File: src/rtl/camac_dataway_initiator.sv
// CAMAC crate-controller dataway initiator: runs one N.A.F (or Z/C) dataway
// cycle per accepted command, samples R/Q/X during S1 and returns a response.
// Also synchronises the LAM lines.
module camac_dataway_initiator #(
  parameter int unsigned T_SETUP = 10,
  parameter int unsigned T_S1    = 5,
  parameter int unsigned T_GAP   = 5,
  parameter int unsigned T_S2    = 5,
  parameter int unsigned T_HOLD  = 5
) (
  input  logic        clk,
  input  logic        rst,
  input  logic        cmd_valid,
  output logic        cmd_ready,
  input  logic [4:0]  cmd_n,
  input  logic [3:0]  cmd_a,
  input  logic [4:0]  cmd_f,
  input  logic [23:0] cmd_wdata,
  input  logic        cmd_z,
  input  logic        cmd_c,
  output logic        rsp_valid,
  input  logic        rsp_ready,
  output logic [23:0] rsp_rdata,
  output logic        rsp_q,
  output logic        rsp_x,
  output logic [23:0] cw_n,
  output logic [3:0]  cw_a,
  output logic [4:0]  cw_f,
  output logic [23:0] cw_w,
  output logic        cw_b,
  output logic        cw_s1,
  output logic        cw_s2,
  output logic        cw_z,
  output logic        cw_c,
  input  logic [23:0] cw_r,
  input  logic        cw_q,
  input  logic        cw_x,
  input  logic [23:0] cw_l,
  output logic [23:0] lam,
  output logic        lam_any
);

  localparam int unsigned M1    = (T_SETUP > T_S1) ? T_SETUP : T_S1;
  localparam int unsigned M2    = (M1 > T_GAP) ? M1 : T_GAP;
  localparam int unsigned M3    = (M2 > T_S2) ? M2 : T_S2;
  localparam int unsigned P_MAX = (M3 > T_HOLD) ? M3 : T_HOLD;
  localparam int          CW    = (P_MAX < 2) ? 1 : $clog2(P_MAX);

  // A zero-length phase still lasts one clock.
  localparam logic [CW-1:0] L_SETUP = CW'((T_SETUP == 0) ? 0 : T_SETUP - 1);
  localparam logic [CW-1:0] L_S1    = CW'((T_S1 == 0) ? 0 : T_S1 - 1);
  localparam logic [CW-1:0] L_GAP   = CW'((T_GAP == 0) ? 0 : T_GAP - 1);
  localparam logic [CW-1:0] L_S2    = CW'((T_S2 == 0) ? 0 : T_S2 - 1);
  localparam logic [CW-1:0] L_HOLD  = CW'((T_HOLD == 0) ? 0 : T_HOLD - 1);

  typedef enum logic [2:0] {
    ST_IDLE, ST_SETUP, ST_S1, ST_GAP, ST_S2, ST_HOLD, ST_RESP
  } state_t;

  state_t        r_state, w_next;
  logic [CW-1:0] r_cnt;

  logic [4:0]  r_n;
  logic [3:0]  r_a;
  logic [4:0]  r_f;
  logic [23:0] r_wdata;
  logic        r_z, r_c;

  logic [23:0] r_smp_r;
  logic        r_smp_q, r_smp_x;

  logic [23:0] r_rsp_rdata;
  logic        r_rsp_q, r_rsp_x, r_rsp_valid;

  logic [23:0] r_cw_n, r_cw_w;
  logic [3:0]  r_cw_a;
  logic [4:0]  r_cw_f;
  logic        r_cw_b, r_cw_s1, r_cw_s2, r_cw_z, r_cw_c;

  logic [23:0] r_lam_meta, r_lam;
  logic        r_lam_any;

  logic        w_accept, w_busy, w_addr, w_read, w_write, w_sample, w_to_resp;
  logic [23:0] w_onehot;
  logic [23:0] w_cw_n, w_cw_w;
  logic [3:0]  w_cw_a;
  logic [4:0]  w_cw_f;
  logic        w_cw_b, w_cw_s1, w_cw_s2, w_cw_z, w_cw_c, w_rsp_valid;

  assign w_accept  = (r_state == ST_IDLE) && cmd_valid;
  assign w_addr    = !r_z && !r_c;
  assign w_read    = (r_f[4:3] == 2'b00);
  assign w_write   = (r_f[4:3] == 2'b10);
  assign w_busy    = (r_state == ST_SETUP) || (r_state == ST_S1) || (r_state == ST_GAP) ||
                     (r_state == ST_S2) || (r_state == ST_HOLD);
  // Dataway lines are registered, so the strobe is still high at this edge
  // while the state has already left S1: this edge closes the last S1 clock.
  assign w_sample  = r_cw_s1 && !w_cw_s1;
  assign w_to_resp = (r_state == ST_HOLD) && (w_next == ST_RESP);

  function automatic logic [CW-1:0] f_load(input state_t s);
    case (s)
      ST_SETUP: f_load = L_SETUP;
      ST_S1:    f_load = L_S1;
      ST_GAP:   f_load = L_GAP;
      ST_S2:    f_load = L_S2;
      ST_HOLD:  f_load = L_HOLD;
      default:  f_load = '0;
    endcase
  endfunction

  // State register.
  always_ff @(posedge clk) begin
    if (rst) r_state <= ST_IDLE;
    else     r_state <= w_next;
  end

  // Next-state logic: phases advance when the shared down-counter expires.
  always_comb begin
    w_next = r_state;
    case (r_state)
      ST_IDLE:  if (cmd_valid)                 w_next = ST_SETUP;
      ST_SETUP: if (r_cnt == '0)               w_next = ST_S1;
      ST_S1:    if (r_cnt == '0)               w_next = ST_GAP;
      ST_GAP:   if (r_cnt == '0)               w_next = ST_S2;
      ST_S2:    if (r_cnt == '0)               w_next = ST_HOLD;
      ST_HOLD:  if (r_cnt == '0)               w_next = ST_RESP;
      ST_RESP:  if (r_rsp_valid && rsp_ready)  w_next = ST_IDLE;
      default:                                 w_next = ST_IDLE;
    endcase
  end

  // Phase counter: reload on every phase change, otherwise count down.
  always_ff @(posedge clk) begin
    if (rst)                    r_cnt <= '0;
    else if (w_next != r_state) r_cnt <= f_load(w_next);
    else if (r_cnt != '0)       r_cnt <= r_cnt - CW'(1);
  end

  // Command capture at acceptance only; Z takes priority over C.
  always_ff @(posedge clk) begin
    if (rst) begin
      r_n <= '0; r_a <= '0; r_f <= '0; r_wdata <= '0; r_z <= 1'b0; r_c <= 1'b0;
    end else if (w_accept) begin
      r_n     <= cmd_n;
      r_a     <= cmd_a;
      r_f     <= cmd_f;
      r_wdata <= cmd_wdata;
      r_z     <= cmd_z;
      r_c     <= cmd_c & ~cmd_z;
    end
  end

  // Output decode: next values for the registered dataway lines and rsp_valid.
  always_comb begin
    w_onehot = '0;
    for (int unsigned i = 0; i < 23; i++) w_onehot[i] = (r_n == 5'(i + 1));
    w_cw_n      = '0;
    w_cw_a      = '0;
    w_cw_f      = '0;
    w_cw_w      = '0;
    w_cw_b      = w_busy;
    w_cw_s1     = (r_state == ST_S1) && w_addr;
    w_cw_s2     = (r_state == ST_S2);
    w_cw_z      = w_busy && r_z;
    w_cw_c      = w_busy && r_c;
    w_rsp_valid = (r_state == ST_RESP) && !(r_rsp_valid && rsp_ready);
    if (w_busy && w_addr) begin
      w_cw_n = w_onehot;
      w_cw_a = r_a;
      w_cw_f = r_f;
      if (w_write) w_cw_w = r_wdata;
    end
  end

  // Registered dataway outputs and response-valid flag.
  always_ff @(posedge clk) begin
    if (rst) begin
      r_cw_n <= '0; r_cw_a <= '0; r_cw_f <= '0; r_cw_w <= '0;
      r_cw_b <= 1'b0; r_cw_s1 <= 1'b0; r_cw_s2 <= 1'b0;
      r_cw_z <= 1'b0; r_cw_c <= 1'b0; r_rsp_valid <= 1'b0;
    end else begin
      r_cw_n <= w_cw_n; r_cw_a <= w_cw_a; r_cw_f <= w_cw_f; r_cw_w <= w_cw_w;
      r_cw_b <= w_cw_b; r_cw_s1 <= w_cw_s1; r_cw_s2 <= w_cw_s2;
      r_cw_z <= w_cw_z; r_cw_c <= w_cw_c; r_rsp_valid <= w_rsp_valid;
    end
  end

  // Capture R/Q/X on the final S1 clock; cleared at acceptance.
  always_ff @(posedge clk) begin
    if (rst || w_accept) begin
      r_smp_r <= '0; r_smp_q <= 1'b0; r_smp_x <= 1'b0;
    end else if (w_sample) begin
      r_smp_r <= cw_r; r_smp_q <= cw_q; r_smp_x <= cw_x;
    end
  end

  // Response fields latched once per cycle so they hold while rsp_valid=1.
  always_ff @(posedge clk) begin
    if (rst) begin
      r_rsp_rdata <= '0; r_rsp_q <= 1'b0; r_rsp_x <= 1'b0;
    end else if (w_to_resp) begin
      r_rsp_rdata <= (w_addr && w_read) ? r_smp_r : '0;
      r_rsp_q     <= w_addr && r_smp_q;
      r_rsp_x     <= w_addr && r_smp_x;
    end
  end

  // LAM two-flop synchroniser plus registered OR.
  always_ff @(posedge clk) begin
    if (rst) begin
      r_lam_meta <= '0; r_lam <= '0; r_lam_any <= 1'b0;
    end else begin
      r_lam_meta <= cw_l;
      r_lam      <= r_lam_meta;
      r_lam_any  <= |r_lam;
    end
  end

  assign cmd_ready = (r_state == ST_IDLE);
  assign rsp_valid = r_rsp_valid;
  assign rsp_rdata = r_rsp_rdata;
  assign rsp_q     = r_rsp_q;
  assign rsp_x     = r_rsp_x;
  assign cw_n      = r_cw_n;
  assign cw_a      = r_cw_a;
  assign cw_f      = r_cw_f;
  assign cw_w      = r_cw_w;
  assign cw_b      = r_cw_b;
  assign cw_s1     = r_cw_s1;
  assign cw_s2     = r_cw_s2;
  assign cw_z      = r_cw_z;
  assign cw_c      = r_cw_c;
  assign lam       = r_lam;
  assign lam_any   = r_lam_any;

endmodule

File: config.mk
export PLATFORM = sky130hd
export DESIGN_NAME = camac_dataway_initiator
export DESIGN_NICKNAME = d
export VERILOG_FILES = /design/src/rtl/camac_dataway_initiator.sv
export SDC_FILE = /design/constraint.sdc
export NUM_CORES = 1
export LEC_CHECK = 0
export CAP_MARGIN = 25
export CORE_AREA = 2 2 128 130
export CTS_BUF_LIST = sky130_fd_sc_hd__clkbuf_4
export DETAILED_ROUTE_END_ITERATION = 10
export DIE_AREA = 0 0 130 132
export PLACE_DENSITY = 0.76
export SYNTH_ARGS = -nofsm -noshare
export SYNTH_HDL_FRONTEND = slang
export SYNTH_SLANG_ARGS = --single-unit
File: constraint.sdc
create_clock -name clk -period 2.1 [get_ports clk]
set_clock_uncertainty 0.1 [all_clocks]
set_input_delay 0.315 -clock clk [delete_from_list [all_inputs] [get_ports clk]]
set_output_delay 0.315 -clock clk [all_outputs]
set_load 0.005 [all_outputs]
## Word level (Yosys, flattened, before mapping)

Index checks and enable logic that the tools add are counted.
Widths: inputs -> output; s select.

- Flip-flop bits (word level): 211
- Bits in latches: 0
- RAM bits: 0
- Memory bits (read-only): 0
- Bits of input ports: 94
- Output and inout port bits: 115
- Word-level logic and storage cells: 113
- Memories kept: 0

- $add $sub $neg: 1
- Multipliers: 0
- Div/mod/pow operators: 0
- $lt $le $gt $ge: 0
- Eq/ne operators: 37
- Shift operators: 0
- Multiplexer cells: 12
- Bitwise logic cells: 4
- Reductions and logical operators: 31

Operators by type and width:

| operator | number |
|---|---|
| $eq 5x4->1 const B | 8 |
| $eq 5x5->1 const B | 8 |
| $mux 24 | 1 |
| $reduce_or 24->1 | 1 |
| $mux 3 | 7 |
| $pmux 3 s7 | 1 |
| $eq 5x3->1 const B | 4 |
| $eq 3x3->1 const B | 6 |
| $logic_and 1x1->1 | 13 |
| $eq 3x2->1 const B | 4 |
| $eq 5x2->1 const B | 2 |
| $mux 4 | 2 |
| $pmux 4 s2 | 1 |
| $eq 3x1->1 const B | 2 |
| $eq 5x1->1 const B | 1 |
| $logic_or 1x1->1 | 5 |
| $logic_not 1->1 | 4 |
| $logic_not 4->1 | 1 |
| $reduce_bool 4->1 | 1 |
| $reduce_or 4->1 | 1 |
| $sub 4x1->4 const B | 1 |
| $logic_not 3->1 | 1 |
| $ne 3x3->1 | 1 |
| $not 1->1 | 3 |
| other kinds (6) | 6 |

## Logic depth before layout (Yosys ltp)

- Depth in word-level cells: 8
- Depth in mapped cells: 8
- Mapped depth without buffers: 6

## Least setup slack after synthesis

No wires, ideal clock.

- Path kind: register to register
- Start: reg r_cnt[0]
- End: reg r_cnt[0]
- Setup time: 0.095 ns
- Arrival time: 1.629 ns
- Data required time: 1.905 ns
- Path slack: 0.276 ns
- Cell stages (with the launch flop): 6
- Buffers on the path: 0
- Period minus slack after synthesis: 1.824 ns
- Cell sequence: dfxtp_1 -> inv_1 -> ha_1 -> or3b_2 -> or3_1 -> a221oi_1

- Cells in the longest elaborated chain, start to end: 7
- Elaborated cells between the ends (all ways): 20
- Those cells by class: add/sub: 1; eq/ne: 6; mux: 9; reduce/logical: 4

Ends and longest elaborated chain:

| what | line | source |
|---|---|---|
| start: declaration | 61 | `logic [CW-1:0] r_cnt;` |
| start signal: assignment | 136 | `else if (w_next != r_state) r_cnt <= f_load(w_next);` |
| start signal: assignment | 137 | `else if (r_cnt != '0) r_cnt <= r_cnt - CW'(1);` |
| $logic_not 4->1 | n/a |  |
| $mux 3 (on tied branches) | n/a |  |
| $pmux 3 s7 | 121 | `case (r_state)` |
| $eq 3x3->1 or $eq 3x2->1 (tied branches) | 102 | `case (s)` |
| $reduce_or 4->1 (no line) | n/a |  |
| $pmux 4 s2 | 102 |  |
| $mux 4 | 136 |  |

Parallel ways exist; a longest one is shown, timed or not. The select of a mux whose other input is x is not followed.
A chain may end at the register's enable or synchronous reset.

## Worst setup path after layout

- Start: reg r_cw_s1 (netlist: cw_s1)
- End: out cw_s1

RTL lines:

| what | line | source |
|---|---|---|
| start: declaration | 78 | `logic r_cw_b, r_cw_s1, r_cw_s2, r_cw_z, r_cw_c;` |
| start signal: assignment | 184 | `r_cw_b <= w_cw_b; r_cw_s1 <= w_cw_s1; r_cw_s2 <= w_cw_s2;` |
| end: declaration | 31 | `output logic cw_s1,` |

No word-level cell between the ends.

==> results.tsv <==
stage	metric	value	unit
yosys	yosys.area.top_type	dfxtp_1	
worst_setup_path	setup.worst_path.class	register to output port	
yosys	yosysTopAreaCellShare	60.4	%
placement	dp_cells	1118	
worst_setup_path	cp.required	1680	ps
worst_setup_path	crit_start	cw_s1	
worst_setup_path	cp_max_fo	3	
yosys	synth_top_flop_cell	dfxtp_1	
run	drv_cap	0	
global_routing	grt_max_degree	76	
yosys	yosysUniqueCellTypes	46	
route	drt-pass1-iter-count	4	
yosys	synth-edff-count	0	
timing	clock.fmax	0.508	GHz
worst_setup_path	slowest_stage	clkdlybuf4s50_1	
cts	cts_buffer_depth	3	
power_and_ir_drop	ir_drop	440	uV
yosys	synth_top_family_by_area	simple AND/OR/NAND/NOR gates	
final_layout	most-common-layout-cells	209 x dfxtp_1, 205 x clkdlybuf4s50_1, 139 x nand2_1	
timing	finalSetupTns	0	ps
yosys	async_flop_share	0	%
final_layout	drive_gt1_share	11.2	%
worst_setup_path	cp_cell_sequence	clkdlybuf4s50_1	
timing	period_share	93.7	%
final_layout	nets	1052	
final_layout	register_area	4210	um2
yosys	yosysWarningCount	0	
power_and_ir_drop	leakagePower	0.00372	uW
floorplanning	row_count	46	
cts	cts-root-buf	clkbuf_4	
floorplanning	die_h	132	um
route	drt-vias-per-instance	4.55	
yosys	synthXorXnorAreaFrac	0	%
cts	clk_latency	620	ps
route	drc_errors	0	
yosys	synthesis.area	6960	um2
worst_setup_path	cp.depth	1	
timing	setup_viol_count_final	0	
global_routing	grtUsageTotal	18.0	%
cts	path_clk_slew	70	ps
global_routing	grt_pass1_vias	5349	
route	vias	5518	
worst_setup_path	critPathCapture	cw_s1	
floorplanning	num_io_pins	209	
timing	slew_violations	0	
status	outcome	completed	
floorplanning	fp.dieArea	17200	um2
worst_setup_path	cp.buffers_inverters	1	
cts	cts_tree	built	
final_layout	fill_cells	1326	
final_layout	final_common_cell	dfxtp_1	
route	route.detailed.wl_per_inst	12.8	um
floorplanning	die_w	130	um
worst_setup_path	reg2reg_to	cw_n[7]	
yosys	synth.area.mux_share	3.74	%
worst_setup_path	path_delay_family	buffers and inverters	
route	drt-total-wl	15.6	mm
worst_setup_path	r2r-start	r_state[0]	
worst_setup_path	reg2reg_depth	5	
yosys	yosysSeqAreaShare	60.4	%
cts	cts.sinks	210	
yosys	netlist_top_cells_area	dfxtp_1 60%, nand2_1 7.5%, and2_1 5.4%	
placement	place.gp.congestion	0.818	
timing	post-route-min-period	1970	ps
yosys	syn_nets	818	
worst_setup_path	arrival	1550	ps
power_and_ir_drop	power.density	935	nW/um2
yosys	ys_ff_latch	210	
worst_setup_path	cpPeakStageDelay	550	ps
final_layout	stdcell_count	1213	
yosys	synthAdderAreaFrac	0.180	%
yosys	synth-compound-area-share	6.65	%
floorplanning	start_util	44.3	%
yosys	syn_avg_cell_area	9.63	um2
timing	rsz0062_at_grt	false	
worst_setup_path	worstSetupEndpointType	output port	
floorplanning	core-area	15700	um2
worst_setup_path	cp-start-kind	register	
worst_setup_path	r2r_slack	160	ps
global_routing	overflow	0	
final_layout	area_delta_synth_final	42.6	%
route	drt_iter0_drc	203	
route	ant_nets	0	
min_path	hold_class	input pin to register	
global_routing	antenna_found_initial	1	
placement	hpwl	10.3	mm
cts	cts_buffers	51	
yosys	syn-instance-count	723	
final_layout	multiInputGateArea	2520	um2
cts	htree_levels	2	
timing	hold_viol_final	0	
global_routing	grt_pass1_wl	24.9	mm
timing	whs	143	ps
yosys	synth_simple_gate_area_share	25.4	%
placement	portBuffers	207	
==> repair_timing <==
item / 4_1_cts / 5_1_grt
hold buffers: 1 / 0
buffers inserted: 1 / 0
endpoints found under the hold margin: 2 / 0
pin swaps: 1 / 0
resized for setup: 2 / 2
endpoints found under the setup margin: 1 / 4
==> cell type report <==
cell class / count / share of cell area (%)
clock inverters: 13 / 0.529
well taps: 216 / 2.72
inverters: 5 / 0.189
diodes: 1 / 0.0252
clock buffers: 79 / 5.97
repair buffers: 225 / 22.8
multi-input cells: 464 / 25.4
flip-flops and latches: 210 / 42.4
==> report_power, final <==
| group | leakage [uW] | internal (uW) | switching (uW) |
|---|---|---|---|
| combinational | 0.00162 | 768 | 855 |
| clock | 0.000391 | 1710 | 1510 |
| sequential | 0.00171 | 4260 | 178 |
==> cells by family after synthesis <==
logic type                 Yosys count
muxes                               26
DFF                                210
buffers and inverters               49
other                                1
and+or+nand+nor                    350
adders and majority gates            1
AOI/OAI and AO/OA                   86
==> per-stage QoR <==
step	utilization, %	instance area (um2)	power, uW	setup WS, ps
6_report	63.2	9930	9280	131
4_1_cts	63.1	9920	9410	46.7
5_1_grt	63.2	9930	9840	19.7
3_5_place_dp	58.9	9260	6130	162
3_3_place_gp	58.9	9260	6100	212
2_1_floorplan	-	6960	5490	276
==> cells in the mapped netlist (2+ instances only) <==
cell type  number
clkbuf_1       24
o21a_1          2
buf_4           4
clkbuf_2        2
nand3_1         7
buf_1           2
nand2_1       139
or3b_1          3
nor2b_1        48
and2_1         60
nor4_1          8
nor3_1          9
nand2b_1        5
buf_6           6
o21ai_0         5
nor2_1         52
mux2i_1        26
dfxtp_1       210
nand3b_1        3
and3_1          2
buf_2           6
a21oi_1        72
inv_1           5
==> worst register-to-register path, delay by kind of cell (launching register included) <==
kind                   cells  cell delay, ps
DFF                        1             430
buffers and inverters      1             150
and+or+nand+nor            4            1200
==> flip-flops by register name (all words and copies together), names as in the netlist, 4 cells and up <==
name        flops
cw_a            4
cw_f            5
cw_n           23
cw_w           24
lam            24
r_a             4
r_cnt           4
r_f             5
r_lam_meta     24
r_n             5
r_smp_r        24
r_wdata        24
rsp_rdata      24
==> how the worst min path moves through the flow <==
stage	startpoint	to	slack, ps	depth (start not counted)
after floorplan	r_lam_meta[0]	lam[0]	310	1
final	cmd_a[1]	r_a[1]	140	3
after global placement	r_lam_meta[2]	lam[2]	320	1
after CTS	cw_l[21]	r_lam_meta[21]	80	2
after global routing	cw_l[23]	r_lam_meta[23]	90	2
after detailed placement	r_lam_meta[8]	lam[8]	320	1
==> metal layers <==
metal | wire length [um] | part of all wire (%) | global-route usage, % | vias up
met5 | 0 | 0 | 0 | -
met1 | 6750 | 43 | 21.6 | 2478
met2 | 7320 | 47 | 29.4 | 177
met4 | 307 | 2.0 | 6.93 | 0
li1 | - | - | - | 2833
met3 | 1200 | 7.7 | 6.37 | 30
(Power assumes the default switching activity.)
